File: config.mk
export PLATFORM = sky130hd
export DESIGN_NAME = alu_control_seq
export DESIGN_NICKNAME = d
export VERILOG_FILES = /design/src/rtl/alu_control_seq.sv
export SDC_FILE = /design/constraint.sdc
export NUM_CORES = 1
export LEC_CHECK = 0
export BUFFER_PORTS_ARGS = -buffer_cell sky130_fd_sc_hd__buf_2
export CORE_MARGIN = 2
export CORE_UTILIZATION = 35
export DETAILED_ROUTE_END_ITERATION = 8
export HOLD_SLACK_MARGIN = 0.05
export SYNTH_ARGS = -nofsm -noshare
export SYNTH_HDL_FRONTEND = slang
export SYNTH_SLANG_ARGS = --single-unit
File: constraint.sdc
create_clock -name clk -period 2.1 [get_ports clk]
set_clock_uncertainty 0.15 [all_clocks]
set_input_delay 0.21 -clock clk [delete_from_list [all_inputs] [get_ports clk]]
set_output_delay 0.21 -clock clk [all_outputs]
set_load 0.02 [all_outputs]
File: src/rtl/alu_control_seq.sv
// rtl/alu_control_seq.sv - phased sequencer issuing ALU datapath strobes for logic/add/sub/mul/div ops
module alu_control_seq #(
  parameter int WIDTH = 8,
  parameter int CW    = $clog2(WIDTH)
) (
  input  logic          clk,
  input  logic          reset,
  input  logic          start,
  input  logic [2:0]    op,
  input  logic          abort,
  input  logic          div_zero,
  input  logic          q0,
  input  logic          q_prev,
  input  logic          a_msb,
  output logic [11:0]   ctrl,
  output logic [4:0]    phase,
  output logic [CW-1:0] iter,
  output logic          busy,
  output logic          done,
  output logic          err
);

  typedef enum logic [1:0] {S_IDLE, S_LOAD, S_ITER, S_FINAL} state_t;

  state_t        state, state_n;
  logic [4:0]    phase_n;
  logic [CW-1:0] iter_n;
  logic [2:0]    op_q, op_n;
  logic          done_n, err_n;

  always_ff @(posedge clk) begin
    if (!reset) begin
      state <= S_IDLE;
      phase <= 5'd0;
      iter  <= '0;
      op_q  <= 3'd0;
      done  <= 1'b0;
      err   <= 1'b0;
    end else begin
      state <= state_n;
      phase <= phase_n;
      iter  <= iter_n;
      op_q  <= op_n;
      done  <= done_n;
      err   <= err_n;
    end
  end

  always_comb begin
    state_n = state;
    phase_n = phase;
    iter_n  = iter;
    op_n    = op_q;
    done_n  = 1'b0;
    err_n   = err;
    if (state == S_IDLE) begin
      if (start) begin
        // reserved op or divide-by-zero is rejected without touching the datapath
        if (op == 3'b111 || (op == 3'b110 && div_zero)) begin
          done_n = 1'b1;
          err_n  = 1'b1;
        end else begin
          state_n = S_LOAD;
          phase_n = 5'b00001;
          iter_n  = '0;
          op_n    = op;
          err_n   = 1'b0;
        end
      end
    end else if (abort) begin
      state_n = S_IDLE;
      phase_n = 5'd0;
      iter_n  = '0;
    end else if (phase[4]) begin
      phase_n = 5'b00001;
      case (state)
        S_LOAD: begin
          if (op_q == 3'b101 || op_q == 3'b110) begin
            state_n = S_ITER;
            iter_n  = '0;
          end else begin
            state_n = S_FINAL;
          end
        end
        S_ITER: begin
          if (iter == CW'(WIDTH - 1)) state_n = S_FINAL;
          else                        iter_n  = iter + CW'(1);
        end
        default: begin
          state_n = S_IDLE;
          phase_n = 5'd0;
          iter_n  = '0;
          done_n  = 1'b1;
        end
      endcase
    end else begin
      phase_n = {phase[3:0], 1'b0};
    end
  end

  logic is_l, is_i, is_f, is_m, is_d;

  always_comb begin
    is_l = (state == S_LOAD);
    is_i = (state == S_ITER);
    is_f = (state == S_FINAL);
    is_m = (op_q == 3'b101);
    is_d = (op_q == 3'b110);
    ctrl = 12'd0;
    ctrl[0]  = is_l & phase[0];
    ctrl[1]  = is_l & phase[1];
    ctrl[2]  = is_l & phase[2] & (op_q <= 3'b100);
    ctrl[3]  = (is_l & phase[2] & (op_q == 3'b100))
             | (is_i & phase[0] & is_m & q0 & ~q_prev)
             | (is_i & phase[1] & is_d & ~a_msb);
    ctrl[4]  = (is_i & phase[0] & is_m & ~q0 & q_prev)
             | (is_i & phase[1] & is_d & a_msb);
    ctrl[5]  = is_i & phase[1] & is_m;
    ctrl[6]  = is_i & phase[0] & is_d;
    ctrl[7]  = is_i & phase[2] & is_d & ~a_msb;
    ctrl[8]  = is_f & phase[0] & is_d & a_msb;
    ctrl[9]  = is_f & phase[1];
    ctrl[10] = is_f & phase[2];
    ctrl[11] = is_l & phase[3] & (op_q <= 3'b010);
  end

  assign busy = (state != S_IDLE);

endmodule
==> out/metrics.yaml, run 1 <==
status: "finished, final reports clean"
max_stage_delay_ns: 0.48
first_pass_iters: 4
ant_nets: 0
dp_cells: 169
die_h_microns: 54.7
cts_tree: "built"
worst_pin_slew_ns: 0.340
crit_path_top_delay_cell: "dfxtp_1"
multi_input_comb_area_sq_um: 549
synthCells: 110
die_width_microns: 54.7
wl_per_cell_microns: 12.8
grt_pass1_vias: 783
num-fill-cells: 262
ys_seq_area_share_pct: 33.3
path_clk_slew_ns: 0.08
vias_per_cell: 5.09
synth_fp_nets: 127
period_share_pct: 95.2
start_util_pct: 36.7
worstHoldPathType: "input pin to register"
cp_cell_sequence: "nor2b_1, nand4_1, o311ai_0, buf_2"
track_usage_pct: 16.4
rows: 18
start_kind: "register"
gp_congestion: 0.780
fmax_mhz: 500
cts_made_buffers: 3
synth-seq-cells: 15
ios: 34
cp_max_fo: 8
p_leak_nw: 0.519
vias: 885
seqCellArea_sq_um: 300
seqPwrFrac_pct: 51.2
p_int_uw: 427
swShare_pct: 31.8
hold_violations: 0
finalCriticalPeriod_ns: 2.00
dp.final_hpwl_microns: 1690
drcViolationCount: 0
grt.overflow.total: 0
clkPwrFrac_pct: 26.8
p_per_area_nw_per_um2: 554
drv_slew: 0
antenna_found_initial: 0
ctsRootBufferMaster: "clkbuf_4"
cp_data_arrival_time_ns: 1.64
num-nets-final: 162
routed_wl_microns: 2220
slew_headroom_pct: 77.1
worst_setup_path_end_kind: "output pin"
drtIter0Drc: 32
setup_viol: 0
critPathTopFamily: "flip-flops"
yosysWarnings: 0
diodes: 0
synth_area_sq_um: 901
drv_cap: 0
grt_max_degree: 11
fin_cells: 174
h-tree-depth: 1
p_sw_uw: 199
vdd_ir_drop_max_uv: 317
combPwrFrac_pct: 22.0
rsz0062_at_grt: "no"
final.setup.tns_ns: 0
ys_types: 35
die_area_sq_um: 3000
crit_type: "register to output pin"
crit_required_ns: 1.74
synth_area_per_cell_sq_um: 8.19
insertion_delay_ns: 0.29
portBuffers: 33
core-area_sq_um: 2450
grt_pass1_wl_microns: 3470
drive_gt1_share_pct: 31.9
area_growth_pct: 25.4
cts.sinks: 15
clockBufferDepth: 2
cp_num_buf_inv: 1
through the flow:
step                power (mW)  utilization [%]  setup slack [ns]  hold WS (ns)  area (sq um)
floorplan                0.418                -             0.139         0.207           901
global placement         0.456             43.8             0.317         0.317          1080
detailed placement       0.457             43.8             0.265         0.319          1080
CTS                      0.623             45.4            0.0229        0.0588          1110
global route             0.655             46.0           0.00186        0.0672          1130
finish                   0.626             46.0             0.100        0.0649          1130
sequential cells by signal (all words and copies together), names as in the netlist:
register,flops
err,1
iter,3
phase,5
done,1
op_q,3
state,2
power groups by stage:
stage          Sequential, mW  Combinational [mW]  Clock [mW]
4_1_cts                 0.320               0.134       0.169
3_5_place_dp            0.326               0.131           0
3_3_place_gp            0.325               0.130           0
2_1_floorplan           0.318               0.100           0
5_1_grt                 0.323               0.152       0.179
6_report                0.321               0.138       0.168
cell usage after synthesis:
| master | instances | area share, % |
|---|---|---|
| a211oi_1 | 2 | 1.7 |
| a21boi_1 | 1 | 0.83 |
| a21o_1 | 1 | 0.83 |
| a21oi_1 | 5 | 2.8 |
| a22oi_1 | 3 | 2.5 |
| a31oi_1 | 1 | 0.69 |
| and2_1 | 5 | 3.5 |
| and3_1 | 1 | 0.69 |
| and4_1 | 1 | 0.97 |
| buf_4 | 2 | 1.7 |
| buf_6 | 1 | 1.2 |
| clkbuf_1 | 1 | 0.42 |
| clkbuf_2 | 1 | 0.56 |
| dfxtp_1 | 15 | 33 |
| ha_1 | 6 | 8.3 |
| inv_1 | 8 | 3.3 |
| inv_2 | 1 | 0.42 |
| mux2i_1 | 1 | 1.1 |
| nand2_1 | 15 | 6.2 |
| nand2b_1 | 2 | 1.4 |
| nand3b_1 | 2 | 1.7 |
| nand4_1 | 3 | 2.1 |
| nand4b_1 | 1 | 0.97 |
| nor2_1 | 10 | 4.2 |
| nor2b_1 | 3 | 2.1 |
| nor3_1 | 3 | 1.7 |
| o211ai_1 | 1 | 0.83 |
| o21a_1 | 2 | 1.7 |
| o21ai_0 | 1 | 0.56 |
| o221a_2 | 3 | 3.7 |
| o22ai_1 | 3 | 2.1 |
| o311ai_0 | 1 | 0.97 |
| o32ai_1 | 2 | 1.9 |
| or4_4 | 1 | 1.2 |
| xor2_2 | 1 | 1.8 |
layer usage:
metal  vias to the layer above  wire length [microns]  global-route usage [%]
li1                        460                      -                       -
met1                       391                   1020                    20.1
met2                        30                   1020                    27.4
met3                         4                    143                    2.46
met4                         0                     35                    8.33
met5                         -                      0                       0
layout make-up:
type / instances / area share, %
clock buffers: 4 / 2.33
inverters: 9 / 2.99
multi-input cells: 81 / 48.6
flip-flops and latches: 15 / 26.6
well taps: 30 / 3.32
repair buffers: 35 / 16.2
repair_timing:
item / CTS / global route
resized for setup: 1 / 3
hold endpoints to repair: 1 / 0
buffers inserted: 0 / 0
endpoints found under the setup margin: 1 / 2
hold buffers: 1 / 0
cloned: 0 / 0
path summary, 6_finish.rpt:
check             slack (ns)      from      end  depth (start not counted)
setup / recovery        0.10   op_q[0]  ctrl[3]                          4
hold / removal          0.06     op[1]  op_q[1]                          2
setup reg to reg        0.23  state[1]  iter[0]                          6
hold reg to reg         0.34   iter[1]  iter[1]                          2
kinds of logic (layout without fill, tap and decap cells):
family	after synthesis	after routing	share of synthesized area, %
multiplexers	1	1	1.11
buffers and inverters	14	48	7.64
XOR/XNOR	1	1	1.81
AND/OR/NAND/NOR	47	47	26.7
adder cells (fa/ha/maj)	6	6	8.33
flip-flops	15	15	33.3
AO/OA/AOI/OAI	26	26	21.1
cells in the final DEF (no fill, tap or decap), types with 2 or more instances in the layout:
cell type	synthesis	routed
nand2_1	15	15
o32ai_1	2	2
a22oi_1	3	3
and2_1	5	5
o221a_2	3	3
dfxtp_1	15	15
a211oi_1	2	2
nor2b_1	3	3
buf_2	0	33
o21a_1	2	2
inv_2	1	2
nor2_1	10	10
nor3_1	3	2
nand3b_1	2	2
o22ai_1	3	3
clkbuf_4	0	3
nand2b_1	2	2
ha_1	6	5
nand4_1	3	3
inv_1	8	7
a21oi_1	5	5
Note: power is estimated with default switching activity, not from simulation.
==> inputs of run 2 (changes only) <==
==> constraint.sdc (replaced) <==
create_clock -name clk -period 1.8 [get_ports clk]
set_clock_uncertainty 0.15 [all_clocks]
set_input_delay 0.18 -clock clk [delete_from_list [all_inputs] [get_ports clk]]
set_output_delay 0.18 -clock clk [all_outputs]
set_load 0.02 [all_outputs]
==> run 2 against run 1 <==
- the run now ends with setup timing left
- final cell count rose by 5.2%
- clock-buffer cell count did not move
- largest cell class unchanged
- global-route usage rose by 2.6 points
- routed wire length rose by 13%
- via count rose by 7.3%
- first-iteration DRC count fell by 56%
- combinational power rose by 40%
- critical endpoint is now ctrl[11]
- sequential share of layout area fell by 2.3 points
==> out/metrics.yaml, run 2 (synthesis gave the netlist of run 1 again) <==
finalPower_uw: 763
cp_cell_sequence: "inv_1, ha_2, buf_4, nand2_1, a211oi_2, buf_4"
antenna_found_initial: 0
routed_wl_microns: 2510
p_per_area_nw_per_um2: 595
ios: 34
num-nets-final: 171
finalHoldWorstSlack_ns: 0.0595
die_area_sq_um: 3000
die_h_microns: 54.7
cp_max_fo: 6
vias: 950
grt.overflow.total: 0
violations: "setup timing"
place_area_sq_um: 1110
diodes: 0
crit_required_ns: 1.47
crit_top_cell: "buf_4"
grt_pass1_vias: 912
core-area_sq_um: 2450
top_regs: "phase (5), iter (3), op_q (3)"
grt_max_degree: 11
die_width_microns: 54.7
ctsRootBufferMaster: "clkbuf_4"
track_usage_pct: 18.9
fmax_mhz: 554
worst_pin_slew_ns: 0.359
drv_cap: 0
start_util_pct: 36.7
top_register: "phase"
insertion_delay_ns: 0.28
gp_congestion: 0.807
cp_num_buf_inv: 3
portBuffers: 33
rows: 18
critPathTopFamily: "buffers and inverters"
start_kind: "register"
first_pass_iters: 3
grt_pass1_wl_microns: 4000
cts_tree: "built"
p_leak_nw: 0.572
final_cell_mix: "buf_2 (30), nand2_1 (15), buf_4 (11), nor2_1 (9), dfxtp_1 (8)"
cp_data_arrival_time_ns: 1.48
drtIter0Drc: 14
fin_util_pct: 52.2
area_growth_pct: 42.2
worstHoldPathType: "input pin to register"
dp_cells: 173
setup_viol: 3
ant_nets: 0
post-route-cell-area_sq_um: 1280
layout_commonest_cell: "buf_2"
max_stage_delay_ns: 0.35
largest_reg_flops: 5
vias_per_cell: 5.19
vdd_ir_drop_max_uv: 385
worst_setup_path_end_kind: "output pin"
slew_headroom_pct: 75.9
crit_type: "register to output pin"
wl_per_cell_microns: 13.7
period_share_pct: 100
dp.final_hpwl_microns: 1810
num-fill-cells: 252
drv_slew: 0
finalCriticalPeriod_ns: 1.81
path_clk_slew_ns: 0.09
dp_slack_ns: 0.00275
rsz0062_at_grt: "yes"
crit_path_top_delay_cell: "dfxtp_2"
drcViolationCount: 0
final.setup.tns_ns: -0.00983
drive_gt1_share_pct: 47.1
h-tree-depth: 1
fin_ws_ns: -0.00590
clockBufferDepth: 2
fin_cells: 183
status: "finished with violations"
hold_violations: 0
cts_made_buffers: 3
cts.sinks: 15
-- run 2: cell types whose count changed in the layout (fill, tap and decap cells not counted), sizes merged --
cell	previous run	this run
dlygate4sd3	1	3
buf	34	41
-- run 2: worst paths after layout --
kind	from	end	slack, ns	depth (start not counted)
worst max-delay path	state[1]	ctrl[11]	-0.006	6
worst min-delay path	reset	done	0.06	2
worst max register to register	state[1]	iter[0]	0.01	6
worst min register to register	iter[1]	iter[1]	0.34	2
-- run 2: routing by layer --
metal	vias to the layer above	wire length [microns]	GRT usage (%)
met5	-	0	0
met4	0	42	7.50
met3	4	97	2.46
met2	25	1280	35.3
met1	442	1100	21.3
li1	479	-	-
-- run 2: worst reg2reg max path, cell delays in order (launching register included) --
cell and delay (ns):
dfxtp_2 0.38, inv_1 0.08, ha_1 0.25, nor2_2 0.14
nand2_1 0.09, or4_4 0.46, o22ai_1 0.17
-- run 2: layout make-up --
cell class,count,area (sq um),share of cell area [%]
clock buffer,4,26.3,2.05
inverter,9,33.8,2.64
multi-input combinational,81,609,47.6
sequential,15,312,24.3
tap,30,37.5,2.93
timing repair buffer,44,263,20.5
-- run 2: what timing repair did --
item | in CTS | in global routing
endpoints found under the hold margin | 3 | 0
resized for setup | 17 | 9
buffers inserted | 4 | 0
hold buffers | 3 | 0
setup endpoints to repair | 7 | 6
pin swaps | 4 | 3
-- run 2: report_power, final --
| group | total [mW] | switching, mW | internal, mW |
|---|---|---|---|
| registers | 0.376 | 0.0272 | 0.349 |
| logic | 0.193 | 0.109 | 0.0842 |
| clock network | 0.193 | 0.107 | 0.0861 |
==> inputs of run 3 (changes only) <==
==> constraint.sdc (replaced) <==
create_clock -name clk -period 1.6 [get_ports clk]
set_clock_uncertainty 0.15 [all_clocks]
set_input_delay 0.16 -clock clk [delete_from_list [all_inputs] [get_ports clk]]
set_output_delay 0.16 -clock clk [all_outputs]
set_load 0.02 [all_outputs]
==> run 3 against run 2 <==
- the flow still finishes with violations (setup timing)
- utilization increased by 13 points
- worst setup slack worse by 0.19 ns
- combinational power increased by 82%
- die area did not move
- clock power grew 17%
- hold slack better by 0.078 ns
- largest cell class unchanged
- largest power group unchanged
==> out/metrics.yaml, run 3 (synthesis gave the netlist of run 1 again) <==
status: "finished with violations"
violations: "setup timing"
vias: 1053
routed_wl_microns: 3050
grt.overflow.total: 0
dp_slack_ns: -0.0833
worstHoldPathType: "input pin to register"
p_leak_nw: 0.706
p_per_area_nw_per_um2: 623
finalCriticalPeriod_ns: 1.80
worst_pin_slew_ns: 0.453
area_growth_pct: 77.1
cts_made_buffers: 3
die_width_microns: 54.7
clockBufferDepth: 2
rsz0062_at_grt: "yes"
fmax_mhz: 556
cts_tree: "built"
ant_nets: 0
hold_violations: 0
dp.final_hpwl_microns: 1930
grt_max_degree: 10
cp_max_fo: 4
cp_data_arrival_time_ns: 1.49
first_pass_iters: 4
drtIter0Drc: 26
crit_required_ns: 1.29
drive_gt1_share_pct: 58.8
drv_slew: 0
wl_per_cell_microns: 15.3
drv_cap: 0
die_area_sq_um: 3000
drcViolationCount: 0
fin_cells: 200
top_register: "phase"
setup_viol: 15
dp_cells: 186
die_h_microns: 54.7
period_share_pct: 112
ctsRootBufferMaster: "clkbuf_4"
fin_ws_ns: -0.200
insertion_delay_ns: 0.29
worst_setup_path_end_kind: "output pin"
num-nets-final: 188
antenna_found_initial: 0
r2r_setup_slack_ns: -0.19
path_clk_slew_ns: 0.09
final.setup.tns_ns: -1.58
portBuffers: 33
start_kind: "register"
layout_commonest_cell: "buf_2"
grt_pass1_vias: 975
fin_util_pct: 65.0
start_util_pct: 36.7
final_cell_mix: "buf_2 (22), buf_4 (20), buf_6 (15), nand2_1 (11), nor2_1 (9)"
rows: 18
slew_headroom_pct: 69.7
h-tree-depth: 1
crit_type: "register to output pin"
core-area_sq_um: 2450
track_usage_pct: 20.6
diodes: 0
top_regs: "phase (5), iter (3), op_q (3)"
finalPower_uw: 993
gp_congestion: 0.816
vdd_ir_drop_max_uv: 373
vias_per_cell: 5.27
grt_pass1_wl_microns: 4310
largest_reg_flops: 5
cts.sinks: 15
ios: 34
==> run 3: changes by cell type in the layout (fill, tap and decap cells not counted), moves of 4 or more <==
cell / change
buf_2: -8
buf_4: +9
buf_6: +15
dfxtp_2: -4
dfxtp_4: +4
nand2_1: -4
==> run 3: worst max-delay path, cell delays in order, from the launching register on <==
cell	delay, ns
dfxtp_4	0.37
inv_4	0.06
ha_4	0.16
nand4_1	0.13
o32ai_1	0.27
buf_2	0.21
==> run 3: area by class of cell <==
class / count / area (sq um)
timing repair buffer: 61 / 469
sequential: 15 / 322
clock buffer: 4 / 26.3
inverter: 9 / 41.3
multi-input combinational: 81 / 699
tap: 30 / 37.5
fill: 212 / 860
==> run 3: timing repair <==
item,CTS,global route
hold endpoints to repair,5,0
buffers inserted,4,4
gates resized for setup,34,31
hold buffers,4,0
pin swaps,8,12
endpoints found under the setup margin,17,19
==> run 3: path summary, 6_finish.rpt <==
check	start	to	depth (start not counted)
worst min register to register	err	err	2
worst max register to register	iter[0]	iter[1]	5
worst min-delay path	abort	state[1]	4
worst max-delay path	state[0]	ctrl[4]	5
==> run 3: stage by stage <==
| step | hold slack [ns] | instance area, sq um |
|---|---|---|
| 2_1_floorplan | 0.157 | 946 |
| 4_1_cts | 0.129 | 1460 |
| 3_3_place_gp | 0.269 | 1250 |
| 5_1_grt | 0.176 | 1600 |
| 3_5_place_dp | 0.276 | 1250 |
| 6_report | 0.138 | 1600 |
==> run 3: where the power goes <==
part	internal (mW)	switching [mW]
logic	0.181	0.171
clock network	0.0970	0.129
registers	0.390	0.0253
==> run 3: layer usage <==
layer / global-route usage (%) / vias to the layer above / wire (microns)
met5: 0 / - / 0
met4: 11.3 / 0 / 55
met3: 2.73 / 6 / 99
met2: 40.5 / 28 / 1750
met1: 20.2 / 509 / 1150
li1: - / 510 / -
